**src/rtl/serial_subtractor.sv**
```systemverilog
// Multi-cycle subtractor: Diff = A + ~B + 1, one SLICE-bit chunk per clock with a registered carry.
// Diff and the flags are registered and hold until the next operation completes.
module serial_subtractor #(
   parameter int WIDTH = 32,
   parameter int SLICE = 8
) (
   input  logic             clk,
   input  logic             rst,
   input  logic             start,
   input  logic [WIDTH-1:0] A,
   input  logic [WIDTH-1:0] B,
   output logic             busy,
   output logic             done,
   output logic [WIDTH-1:0] Diff,
   output logic             Borrow,
   output logic             Overflow,
   output logic             Zero
);

   localparam int N  = WIDTH / SLICE;
   localparam int KW = (N > 1) ? $clog2(N) : 1;
   localparam logic [KW-1:0] K_LAST = KW'(N - 1);

   typedef enum logic [1:0] {IDLE, RUN, DONE} state_t;

   state_t           state_q, state_d;
   logic [KW-1:0]    k_q, k_d;
   logic             c_q, c_d;
   logic [WIDTH-1:0] opA_q, opA_d;
   logic [WIDTH-1:0] opB_q, opB_d;
   logic [WIDTH-1:0] part_q, part_d;
   logic [WIDTH-1:0] diff_q, diff_d;
   logic             borrow_q, borrow_d;
   logic             ovf_q, ovf_d;
   logic             zero_q, zero_d;
   logic             busy_q, busy_d;
   logic             done_q, done_d;

   logic [SLICE-1:0] aSlice;
   logic [SLICE-1:0] bSlice;
   logic [SLICE:0]   sliceSum;
   logic [WIDTH-1:0] partNext;
   logic             accept;

   // Only slice k of each operand feeds the SLICE-wide adder; the sum drops into the cleared partial register.
   always_comb begin
      aSlice   = SLICE'(opA_q >> (int'(k_q) * SLICE));
      bSlice   = SLICE'(opB_q >> (int'(k_q) * SLICE));
      sliceSum = {1'b0, aSlice} + {1'b0, bSlice} + {{SLICE{1'b0}}, c_q};
      partNext = part_q | (WIDTH'(sliceSum[SLICE-1:0]) << (int'(k_q) * SLICE));
   end

   always_comb begin
      state_d  = state_q;
      k_d      = k_q;
      c_d      = c_q;
      opA_d    = opA_q;
      opB_d    = opB_q;
      part_d   = part_q;
      diff_d   = diff_q;
      borrow_d = borrow_q;
      ovf_d    = ovf_q;
      zero_d   = zero_q;
      accept   = 1'b0;
      case (state_q)
         IDLE: accept = start;
         DONE: begin
            accept = start;
            if (!start) state_d = IDLE;
         end
         RUN: begin
            part_d = partNext;
            c_d    = sliceSum[SLICE];
            k_d    = k_q + 1'b1;
            if (k_q == K_LAST) begin
               state_d  = DONE;
               k_d      = '0;
               diff_d   = partNext;
               borrow_d = ~sliceSum[SLICE];
               ovf_d    = (opA_q[WIDTH-1] == opB_q[WIDTH-1]) && (partNext[WIDTH-1] != opA_q[WIDTH-1]);
               zero_d   = (partNext == '0);
            end
         end
         default: state_d = IDLE;
      endcase
      // opB holds ~B, so the +1 of two's complement enters as the initial carry.
      if (accept) begin
         state_d = RUN;
         opA_d   = A;
         opB_d   = ~B;
         c_d     = 1'b1;
         k_d     = '0;
         part_d  = '0;
      end
      busy_d = (state_d == RUN);
      done_d = (state_d == DONE);
   end

   always_ff @(posedge clk or posedge rst) begin
      if (rst) begin
         state_q  <= IDLE;
         k_q      <= '0;
         c_q      <= 1'b0;
         opA_q    <= '0;
         opB_q    <= '0;
         part_q   <= '0;
         diff_q   <= '0;
         borrow_q <= 1'b0;
         ovf_q    <= 1'b0;
         zero_q   <= 1'b0;
         busy_q   <= 1'b0;
         done_q   <= 1'b0;
      end else begin
         state_q  <= state_d;
         k_q      <= k_d;
         c_q      <= c_d;
         opA_q    <= opA_d;
         opB_q    <= opB_d;
         part_q   <= part_d;
         diff_q   <= diff_d;
         borrow_q <= borrow_d;
         ovf_q    <= ovf_d;
         zero_q   <= zero_d;
         busy_q   <= busy_d;
         done_q   <= done_d;
      end
   end

   assign busy     = busy_q;
   assign done     = done_q;
   assign Diff     = diff_q;
   assign Borrow   = borrow_q;
   assign Overflow = ovf_q;
   assign Zero     = zero_q;

endmodule

```
**config.mk**
```make
export PLATFORM = sky130hd
export DESIGN_NAME = serial_subtractor
export DESIGN_NICKNAME = d
export VERILOG_FILES = /design/src/rtl/serial_subtractor.sv
export SDC_FILE = /design/constraint.sdc
export NUM_CORES = 1
export LEC_CHECK = 0
export ABC_CLOCK_PERIOD_IN_PS = 5300
export CAP_MARGIN = 20
export CORE_MARGIN = 2
export CORE_UTILIZATION = 53
export CTS_CLUSTER_SIZE = 24
export DETAILED_ROUTE_END_ITERATION = 10
export HOLD_SLACK_MARGIN = 0.03
export PLACE_DENSITY = 0.79
export SLEW_MARGIN = 15
export SYNTH_ARGS = -nofsm -noshare
export SYNTH_HDL_FRONTEND = slang
export SYNTH_SLANG_ARGS = --single-unit
```
**constraint.sdc**
```tcl
create_clock -name clk -period 5.3 [get_ports clk]
set_clock_uncertainty 0.15 [all_clocks]
set_input_delay 1.06 -clock clk [delete_from_list [all_inputs] [get_ports clk]]
set_output_delay 1.06 -clock clk [all_outputs]
set_load 0.05 [all_outputs]
```
==> flow_metrics.tcl <==
set metrics [dict create \
    dp_hpwl_mm 9.84 \
    synth_top_family_by_area "simple AND/OR/NAND/NOR gates" \
    wl_per_cell_um 17.2 \
    synth-compound-area-share_pct 13.7 \
    worstReg2RegStart "k_q[0]" \
    period_minus_slack_ns 4.10 \
    yosysTopAreaCellShare_pct 57.6 \
    clock-sinks 138 \
    drive_gt1_share_pct 9.15 \
    worst-path-max-fanout 15 \
    yosys-mux-area-fraction_pct 6.37 \
    crit_slowest_cell "dfrtp_1" \
    cts-buffers-inserted 17 \
    synth_xor_area_share_pct 0.856 \
    grt_pass1_vias 4862 \
    io_pins 104 \
    drt_iter0_markers 350 \
    clk_latency_ns 0.42 \
    r2r_slack_ns 1.20 \
    wl_mm 14.6 \
    fp-row-count 38 \
    worstHoldPathType "reg2reg" \
    syn_avg_cell_area_um2 9.93 \
    final_nets 774 \
    cts_resized 0 \
    io_buffers 103 \
    synth_fa_ha_area_share_pct 2.34 \
    grt_max_degree 86 \
    yosysSeqAreaShare_pct 57.6 \
    ys.flop_type "dfrtp_1" \
    track_usage_pct 26.3 \
    die-area_um2 12200 \
    finalSetupViolCount 0 \
    overflow 0 \
    drc_errors 0 \
    routed_via_density 5.73 \
    drt_pass1_iterations 5 \
    worstPathArrival_ns 4.27 \
    setup-tns-final_ns 0 \
    r2r_end "Diff[6]" \
    fp.coreArea_um2 10900 \
    synth_cells 603 \
    fmax_ghz 0.244 \
    slew_viol_final 0 \
    antennaDiodeCount 0 \
    yosysWarnings 0 \
    antenna_found_initial 0 \
    fillers 798 \
    cts_tree "done" \
    antenna_left 0 \
    num_vias 4868 \
    end_kind "flip-flop" \
    r2r_cells 10 \
    max-slew-margin-rel_pct 33.4 \
    min-delay-start "opA_q[10]" \
    worst_slew_pin_slew_ns 0.992 \
    finalCritPeriodShare_pct 77.4 \
    place_congestion 0.836 \
    start_util_pct 54.8 \
    crit_path_start_kind "flip-flop" \
    cts_setup_buffers 0 \
    status "complete, no violations" \
    worstSetupPathType "reg2reg" \
    ys_seq_elements 138 \
    area_growth_pct 30.3 \
    die_h_um 110 \
    netlist_top_cells_area "dfrtp_1 (58%), nand2_1 (10%), mux4_2 (6.0%)" \
    root_buffer "clkbuf_16" \
    synth.distinct_cells 39 \
    yosysTopAreaCell "dfrtp_1" \
    die_w_um 110 \
    clk_pin_slew_ns 0.06 \
    synth_simple_gate_area_share_pct 16.0 \
    cp.required_ns 5.47 \
    grt_pass1_wl_mm 23.9 \
    postSynth.asyncResetShare_pct 100 \
    synth.most_common_cell "nand2_1" \
    cp_cell_sequence "mux4_2 > fa_1 > inv_1 > fa_1 > nor2b_1 > o311ai_0 > a21oi_1 > a211oi_2 > a21oi_1 > o21ai_0" \
    synth_common_cells "nand2_1 (164), dfrtp_1 (138), o21ai_0 (68)" \
    rsz0062_at_grt "false" \
    synthesis.nets 680 \
    final_hold_viol_count 0 \
    cts_max_level 4 \
    synth_edf_count 0 \
    min_path_cells 2 \
    ctsHoldBuffers 0 \
    cpPeakStageDelay_ns 0.80 \
    drv_cap 0 \
    hold_path_end "opA_q[10]" \
    clk_path_buf_depth 2 \
    syn_area_um2 5990 \
]
==> stage by stage <==
stage | std cells | cell area (um2) | hold WS [ns] | setup slack [ns] | utilization, %
CTS | 847 | 7770 | 0.326 | 1.20 | 71.0
detailed placement | 815 | 7120 | 0.311 | 1.32 | 65.1
floorplan | 603 | 5990 | 0.290 | 0.394 | -
global placement | 815 | 7120 | 0.305 | 1.49 | 65.1
global route | 850 | 7810 | 0.342 | 0.932 | 71.4
finish | 850 | 7810 | 0.325 | 1.20 | 71.4
==> metal layers <==
layer | vias up | global-route usage [%] | routed length, um
met5 | - | 0 | 0
met3 | 35 | 6.76 | 1010
met1 | 2370 | 33.6 | 6000
met2 | 217 | 43.4 | 7170
li1 | 2246 | - | -
met4 | 0 | 10.2 | 407
==> critical path, delay by kind of cell, from the launching register on <==
kind	cells	cell delay [ns]
AOI/OAI and AO/OA	5	1.67
DFF	1	0.80
adders and majority gates	2	0.62
muxes	1	0.60
buffers and inverters	1	0.09
and+or+nand+nor	1	0.07
==> cells by family (layout without fill, tap and decap cells) <==
logic type / after synthesis / count (layout)
flip-flops: 138 / 138
adder cells (fa/ha/maj): 10 / 10
AO/OA/AOI/OAI: 148 / 148
multiplexers: 18 / 18
AND/OR/NAND/NOR: 236 / 236
buffers and inverters: 48 / 155
XOR/XNOR: 5 / 5
==> state kept, by name, summed over array words and instances (netlist names) <==
| name | cells |
|---|---|
| opA_q | 32 |
| Diff | 32 |
| k_q | 2 |
| Overflow | 1 |
| part_q | 32 |
| Borrow | 1 |
| c_q | 1 |
| Zero | 1 |
| state_q | 2 |
| done | 1 |
| opB_q | 32 |
| busy | 1 |
==> cell usage in the layout, fill, tap and decap left out, drive strengths merged, types with 3 or more instances in the layout <==
cell	synthesis	layout
nor2	40	40
inv	10	12
nor2b	5	5
a21oi	60	60
ha	8	8
nor4	8	8
a31oi	4	4
mux4	16	16
nand2	164	164
xnor2	5	5
clkinvlp	0	4
bufinv	0	5
nand2b	4	4
nor3	5	5
and2	5	5
dfrtp	138	138
clkinv	0	3
o21ai	68	68
clkbuf	31	18
buf	7	10
clkdlybuf4s50	0	103
==> cell type report <==
| cell class | instances | area, um2 | share of cell area (%) |
|---|---|---|---|
| multi-input cells | 417 | 2360 | 30.3 |
| flip-flops and latches | 138 | 3450 | 44.2 |
| clock inverters | 14 | 220 | 2.82 |
| repair buffers | 113 | 1120 | 14.4 |
| inverters | 10 | 40.0 | 0.513 |
| well taps | 140 | 175 | 2.24 |
| clock buffers | 18 | 429 | 5.50 |
==> worst max-delay path by stage <==
| stage | from | end | slack [ns] |
|---|---|---|---|
| final | k_q[0] | Diff[6] | 1.20 |
| after global routing | k_q[0] | Diff[6] | 0.93 |
| after global placement | k_q[0] | Diff[6] | 1.49 |
| after floorplan | rst | Borrow | 0.39 |
| after detailed placement | k_q[0] | Diff[6] | 1.32 |
| after CTS | k_q[0] | Diff[6] | 1.20 |
Power is not shown: default switching activity piles up to over one toggle a cycle in this logic, so the estimate is an artifact.
